--- config.mk ---
export PLATFORM = sky130hd
export DESIGN_NAME = refresh_arbiter
export DESIGN_NICKNAME = d
export VERILOG_FILES = /design/src/rtl/refresh_pkg.sv /design/src/rtl/refresh_timer.sv /design/src/rtl/refresh_arbiter.sv
export SDC_FILE = /design/constraint.sdc
export NUM_CORES = 1
export LEC_CHECK = 0
export BUFFER_PORTS_ARGS = -buffer_cell sky130_fd_sc_hd__buf_2
export CORE_MARGIN = 3
export CORE_UTILIZATION = 55
export CTS_CLUSTER_DIAMETER = 30
export CTS_CLUSTER_SIZE = 28
export DETAILED_ROUTE_END_ITERATION = 16
export PLACE_DENSITY_LB_ADDON = 0.2
export SLEW_MARGIN = 20
export SYNTH_ARGS = -nofsm -noshare
export SYNTH_HDL_FRONTEND = slang
export SYNTH_SLANG_ARGS = --single-unit
--- constraint.sdc ---
create_clock -name CLK -period 2.8 [get_ports CLK]
set_input_delay 0.28 -clock CLK [delete_from_list [all_inputs] [get_ports CLK]]
set_output_delay 0.28 -clock CLK [all_outputs]
set_load 0.01 [all_outputs]
--- src/rtl/refresh_pkg.sv ---
// Shared constants for the SDRAM refresh/Zorro arbiter: arbiter state encoding
// and default timing parameters.
package refresh_pkg;

    localparam int DEFAULT_REFI_CYCLES = 390;
    localparam int DEFAULT_MAX_DEBT    = 8;
    localparam int DEBT_W              = 4;

    typedef enum logic [1:0] {
        ST_IDLE    = 2'd0,
        ST_ZORRO   = 2'd1,
        ST_REFRESH = 2'd2
    } arb_state_t;

endpackage

--- src/rtl/refresh_timer.sv ---
// Refresh interval counter and owed-refresh (debt) accounting with a sticky
// overflow flag for ticks lost at full debt.
module refresh_timer
    import refresh_pkg::*;
#(
    parameter int REFI_CYCLES = DEFAULT_REFI_CYCLES,
    parameter int MAX_DEBT    = DEFAULT_MAX_DEBT
) (
    input  logic              CLK,
    input  logic              RST,
    input  logic              i_enable,
    input  logic              i_dec,
    output logic [DEBT_W-1:0] o_debt,
    output logic              o_overflow
);

    localparam int                CNT_W    = (REFI_CYCLES > 1) ? $clog2(REFI_CYCLES) : 1;
    localparam logic [CNT_W-1:0]  CNT_LAST = CNT_W'(REFI_CYCLES - 1);
    localparam logic [DEBT_W-1:0] DEBT_MAX = DEBT_W'(MAX_DEBT);

    logic [CNT_W-1:0]  r_cnt;
    logic [DEBT_W-1:0] r_debt;
    logic              r_overflow;
    logic              w_tick;
    logic              w_dec;

    // Tick is qualified by enable so a frozen counter cannot stretch it.
    assign w_tick = i_enable && (r_cnt == CNT_LAST);
    assign w_dec  = i_dec && (r_debt != '0);

    always_ff @(posedge CLK or posedge RST) begin
        if (RST) begin
            r_cnt <= '0;
        end else if (i_enable) begin
            r_cnt <= w_tick ? '0 : r_cnt + CNT_W'(1);
        end
    end

    always_ff @(posedge CLK or posedge RST) begin
        if (RST) begin
            r_debt     <= '0;
            r_overflow <= 1'b0;
        end else if (w_tick && !w_dec) begin
            if (r_debt == DEBT_MAX) begin
                r_overflow <= 1'b1;
            end else begin
                r_debt <= r_debt + DEBT_W'(1);
            end
        end else if (w_dec && !w_tick) begin
            r_debt <= r_debt - DEBT_W'(1);
        end
    end

    assign o_debt     = r_debt;
    assign o_overflow = r_overflow;

endmodule

--- src/rtl/refresh_arbiter.sv ---
// Arbitrates SDRAM ownership between Zorro III RAM cycles and auto-refresh,
// forcing refresh once owed refreshes reach MAX_DEBT.
module refresh_arbiter
    import refresh_pkg::*;
#(
    parameter int REFI_CYCLES = DEFAULT_REFI_CYCLES,
    parameter int MAX_DEBT    = DEFAULT_MAX_DEBT
) (
    input  logic              CLK,
    input  logic              RST,
    input  logic              init_done,
    input  logic              zr_req,
    input  logic              zr_done,
    input  logic              ref_done,
    output logic              zr_gnt,
    output logic              ref_gnt,
    output logic [DEBT_W-1:0] debt,
    output logic              overflow
);

    arb_state_t        r_state;
    arb_state_t        w_state_next;
    logic              r_zr_gnt;
    logic              r_ref_gnt;
    logic [DEBT_W-1:0] w_debt;
    logic              w_overflow;
    logic              w_ref_dec;
    logic              w_debt_full;

    assign w_ref_dec   = ref_done && r_ref_gnt;
    assign w_debt_full = (w_debt == DEBT_W'(MAX_DEBT));

    refresh_timer #(
        .REFI_CYCLES (REFI_CYCLES),
        .MAX_DEBT    (MAX_DEBT)
    ) u_timer (
        .CLK        (CLK),
        .RST        (RST),
        .i_enable   (init_done),
        .i_dec      (w_ref_dec),
        .o_debt     (w_debt),
        .o_overflow (w_overflow)
    );

    always_comb begin
        w_state_next = r_state;
        case (r_state)
            ST_IDLE: begin
                // Full debt outranks Zorro; otherwise Zorro outranks owed refresh.
                if (init_done) begin
                    if (w_debt_full) begin
                        w_state_next = ST_REFRESH;
                    end else if (zr_req) begin
                        w_state_next = ST_ZORRO;
                    end else if (w_debt != '0) begin
                        w_state_next = ST_REFRESH;
                    end
                end
            end
            ST_ZORRO: begin
                if (zr_done) begin
                    w_state_next = ST_IDLE;
                end
            end
            ST_REFRESH: begin
                if (ref_done) begin
                    w_state_next = ST_IDLE;
                end
            end
            default: begin
                w_state_next = ST_IDLE;
            end
        endcase
    end

    always_ff @(posedge CLK or posedge RST) begin
        if (RST) begin
            r_state   <= ST_IDLE;
            r_zr_gnt  <= 1'b0;
            r_ref_gnt <= 1'b0;
        end else begin
            r_state   <= w_state_next;
            r_zr_gnt  <= (w_state_next == ST_ZORRO);
            r_ref_gnt <= (w_state_next == ST_REFRESH);
        end
    end

    assign zr_gnt   = r_zr_gnt;
    assign ref_gnt  = r_ref_gnt;
    assign debt     = w_debt;
    assign overflow = w_overflow;

endmodule

; ---- Yosys cells after proc, flatten, opt, wreduce, memory -nomap -nowiden
; Index checks and enable logic that the tools add are counted.
; Widths: inputs -> output; s select.
[word_totals]
word_cells = 39
ff_bits = 18
in_bits = 6
output_inout_bits = 7
[classes]
n_eq_ne = 7
n_reduce_logical = 12
n_addsub = 3
muxes = 11
[ops]
columns = operator, n
row1 = $mux 2, 6
row2 = $mux 4, 3
row3 = $add 9x1->9 const B, 1
row4 = $eq 9x9->1 const B, 1
row5 = $mux 9, 1
row6 = $pmux 2 s3, 1
row7 = $logic_and 1x1->1, 5
row8 = $add 4x1->4 const B, 1
row9 = $eq 2x1->1 const B, 2
row10 = $eq 2x2->1 const B, 2
row11 = $eq 4x4->1 const B, 1
row12 = $reduce_and 2->1, 2
row13 = $reduce_bool 4->1, 1
row14 = $sub 4x1->4 const B, 1
row15 = $logic_not 1->1, 2
row16 = $logic_not 2->1, 1
row17 = $ne 2x2->1 const B, 1
row18 = $reduce_bool 2->1, 1

; ---- Depth between registers and ports, before layout
[depth]
word_depth = 7
mapped_depth = 11
mapped_depth_nobuf = 10

; ---- By module
; From an unflattened synthesis, not the netlist that was laid out.
[unflattened]
hier_cells = 112
area_unflattened_um2 = 1072.3
[by_module_without_submodules]
columns = module, seq_area_each_um2, cells_per_inst, area_each_um2, instances
row1 = refresh_timer, 350.3, 96, 880.8, 1
row2 = refresh_arbiter, 100.1, 16, 191.4, 1

; ---- Least setup slack after synthesis
; OpenSTA, ideal clock, no wires.
[synth_path]
path_kind = register to register
startpoint = reg u_timer.r_debt[1] (netlist: u_timer.o_debt[1])
endpoint = reg u_timer.r_debt[3] (netlist: u_timer.o_debt[3])
n_path_buf = 1
t_required_ns = 2.718
slack_ns = 0.222
setup_time_ns = 0.082
t_arrival_ns = 2.496
synth_period_minus_slack_ns = 2.578
path_stages_with_launch = 10
cell_sequence = dfrtp_1 > buf_2 > or4_1 > nand3_1 > nand2_1 > ha_1 > o21ai_0 > or4b_1 > mux2_2 > o22ai_1
[synth_between]
elab_chain_cells = 6
word_cells_on_any_way = 14
classes_between = add/sub: 2 / eq/ne: 2 / mux: 3 / reduce/logical: 7
[synth_lines]
columns = element, line_no
row1 = from (decl), refresh_timer.sv:22  ; logic [DEBT_W-1:0] r_debt;
row2 = from (signal assigned), refresh_timer.sv:47  ; r_debt <= r_debt + DEBT_W'(1);
row3 = from (signal assigned), refresh_timer.sv:50  ; r_debt <= r_debt - DEBT_W'(1);
row4 = "parallel branches: the longest is 6 deep, another holds $sub 4x1->4", n/a
; Several ways; the timed one is not identified. The select of a mux whose other input is x is not followed.
; A chain may end at the register's enable or synchronous reset.

; ---- Worst setup path after layout
[layout_path]
startpoint = reg u_timer.r_debt[3] (netlist: u_timer.o_debt[3])
endpoint = reg u_timer.r_debt[3] (netlist: u_timer.o_debt[3])
; Same word-level chain as after synthesis.

==> Implementation_results.wiki <==
{| class="wikitable"
! Metric !! Value
|-
| Final Critical Period || between 2 and 3 ns
|-
| Setup repair after global routing missed its margin || no
|-
| All-Layer GR Usage || between 10% and 20%
|-
| Required time at the worst-slack endpoint || ~3 ns
|-
| Crit path capture type || flop
|-
| # IOs || 13
|-
| Area growth from synthesis to final layout || 12.2%
|-
| Insertion delay to the later sink of the worst-skew pair || about 0.29 ns
|-
| Routed WL per cell || between 10 and 15 um
|-
| Count of TritonRoute iterations in the first routing pass || 4
|-
| Count of H-tree levels built during CTS || 1
|-
| Share of the synthesized area in the top cell type || 45.3%
|-
| Number of buffers created by CTS || 3
|-
| Antenna diode instance count || 0
|-
| Final number of max-transition violations || 0
|-
| Final setup violation count || 0
|-
| Placement row count || 14
|-
| Critical path start-end classification || flop to flop
|-
| Smallest hold slack || roughly 0.057 ns
|-
| Setup clock skew after layout || 0.00655 ns
|-
| Crit share post-route || a little over nine tenths
|-
| Synthesized netlist cell count || 89
|-
| Y dimension of the die || about 49 um
|-
| Main synth FF type || dfrtp_1
|-
| Critical-path maximum fanout || 6
|-
| Number of synthesized flops with an enable pin || 0
|-
| Post-synthesis cell area || roughly 990 sq um
|-
| DIE WIDTH || about 49 um
|-
| First-pass GRT wire length || roughly 3000 um
|-
| Fillers || about 120
|-
| Final-layout setup total negative slack || 0 ns
|-
| Maximum number of pins on one net before global-route repair || 19
|-
| Number of buffers added to fix hold violations after cts || 0
|-
| Type of element launching the critical path || flop
|-
| Max Root-Sink Buffers || 2
|-
| Largest area contributor in the synthesized netlist || dfrtp_1
|-
| Routability-driven placement congestion ratio || roughly 0.8
|-
| Routed via count || 708
|-
| Distinct cell type count of the synthesized netlist || 32
|-
| Peak supply drop || 0.585 mV
|-
| Leakage power figure || around 0.54 nW
|-
| CTS-repair resized insts || 0
|-
| Final routed DRC violation total || 0
|-
| Number of global-route vias before repair || 702
|-
| Total grt overflow || 0
|-
| Post-DP HPWL || about 1300 um
|-
| R2r setup slk || around 0.12 ns
|-
| Detailed Route WL || around 1700 um
|-
| Total of flip-flops plus latches after synthesis || 18
|-
| Clock tree from TritonCTS || yes
|-
| Worst endpoint data arrival time || about 2.9 ns
|-
| Transition time at the pin with the least slew margin || ~0.65 ns
|-
| Starting Density || ~62%
|-
| 1st-iter DRT viols || 17
|-
| Cell types with the largest area share after synthesis || dfrtp_1, ha_1, mux2_4, xor2_1, xnor2_1
|-
| Count of maximum capacitance violations || 0
|-
| Post-DP Area || about 0.0011 sq mm
|-
| Post-Place Setup Slack || 0.153 ns
|-
| Synth warnings || 0
|-
| Number of buffers added on ports || 12
|-
| Post-CTS repair timing setup buffer count || 0
|-
| Worst min path class || input pin to asynchronous set/reset pin
|-
| Normalized max-slew margin || between 50% and 60%
|-
| Final worst setup slack || 0.124 ns
|-
| Fmax || roughly 0.37 GHz
|-
| Final number of hold-violating endpoints || 0
|-
| Final instance area || ~0.0011 sq mm
|-
| Power Density || 583 mW/mm^2
|-
| Final antenna-violating net count || 0
|-
| Async set or reset register ratio after synthesis || 100%
|-
| Overall die area || around 0.0024 sq mm
|-
| Fraction of final layout cells with drive strength greater than 1 || between 20 and 30%
|-
| CTS clock-pin slew for the worst setup and hold paths || roughly 0.11 ns
|-
| Antenna violations before repair || 0
|-
| Root buffer selected by CTS || clkbuf_4
|-
| Syn_area_per_cell || between 10 and 15 sq um
|-
| Vias/cell || 5.49
|-
| Share of synthesized area occupied by flip-flops and latches || around 45%
|-
| Placeable core area || 0.00159 sq mm
|-
| Synthesized net count || slightly below 100
|-
| Run status || complete, no violations
|-
| Clock sink count || 18
|-
| Final-stage net count || ~120
|}
==> registers in the layout (all words and copies together) (netlist names) <==
| register | flops |
|---|---|
| r_state | 2 |
| ref_gnt | 1 |
| u_timer.o_debt | 4 |
| u_timer.o_overflow | 1 |
| u_timer.r_cnt | 9 |
| zr_gnt | 1 |
==> cell usage after synthesis, drive strengths merged (2+ instances only) <==
cell type,count
or4b,2
mux2i,2
and3,4
nand3,6
nor2,6
xor2,5
nand2,5
xnor2,4
mux2,6
o21ai,3
o22ai,3
buf,3
nand4,2
ha,4
dfrtp,18
a21oi,2
inv,2
==> power breakdown <==
| part | total, W | internal [W] | switching, W |
|---|---|---|---|
| Sequential | 0.000356 | 0.000306 | 0.0000494 |
| Combinational | 0.000136 | 0.0000703 | 0.0000652 |
| Clock | 0.000159 | 0.0000792 | 0.0000802 |
==> worst paths after layout <==
check,start,endpoint,depth (start not counted)
setup reg to reg,u_timer.o_debt[3]$_DFFE_PP0P_,u_timer.o_debt[3]$_DFFE_PP0P_,8
hold / removal,RST,u_timer.o_debt[3]$_DFFE_PP0P_,2
setup / recovery,u_timer.o_debt[3]$_DFFE_PP0P_,u_timer.o_debt[3]$_DFFE_PP0P_,8
min in group CLK,zr_done,zr_gnt$_DFF_PP0_,3
max in group asynchronous,RST,u_timer.r_cnt[3]$_DFFE_PP0P_,2
hold reg to reg,r_state[1]$_DFF_PP0_,zr_gnt$_DFF_PP0_,1
==> placed cells by master (no fill, tap or decap), types with 2 or more instances in the layout <==
master    instances
xor2_1            5
nand2_1           5
or4b_1            2
and3_1            3
dfrtp_1          18
nor2_1            6
nand3_1           6
a21oi_1           2
xnor2_1           4
buf_4             3
clkbuf_4          3
buf_2            12
o21ai_0           3
nand4_1           2
mux2i_1           2
ha_1              4
mux2_4            3
mux2_2            3
o22ai_1           3
inv_1             2
==> per-layer routing <==
metal | track usage [%] | up-vias | part of all wire [%]
met2 | 26.4 | 19 | 48
met5 | 0 | - | 0
met4 | 5.21 | 0 | 1.0
met3 | 3.68 | 5 | 3.8
li1 | - | 354 | -
met1 | 21.1 | 330 | 47
==> cell type report <==
cell class,instances,area (sq um),share of cell area (%)
inverters,2,7.51,0.673
well taps,24,30.0,2.69
flip-flops and latches,18,450,40.4
repair buffers,15,82.6,7.40
clock buffers,4,36.3,3.25
multi-input cells,66,509,45.6
==> cell families (layout without fill, tap and decap cells) <==
| group | count (synthesis) | in the layout | synth area share (%) |
|---|---|---|---|
| buffers and inverters | 5 | 21 | 3.52 |
| AO/OA/AOI/OAI | 11 | 11 | 6.54 |
| flip-flops | 18 | 18 | 45.3 |
| XOR/XNOR | 9 | 9 | 7.92 |
| AND/OR/NAND/NOR | 34 | 34 | 21.8 |
| multiplexers | 8 | 8 | 9.94 |
| adder cells (fa/ha/maj) | 4 | 4 | 5.03 |
==> stage by stage <==
step	util (%)	cells	total power [W]
after floorplan	-	89	0.000450
after global placement	67.7	125	0.000488
after detailed placement	67.7	125	0.000496
after CTS	70.0	129	0.000656
after global routing	70.0	129	0.000693
final	70.0	129	0.000651
==> worst max-delay path: stages, from the launching register on <==
cell,delay (ns)
dfrtp_1,0.43
or4_1,0.59
nand3_1,0.17
nand2_1,0.13
ha_1,0.33
o21ai_0,0.08
or4b_1,0.46
mux2_2,0.28
o22ai_1,0.14
(Power assumes the default switching activity.)
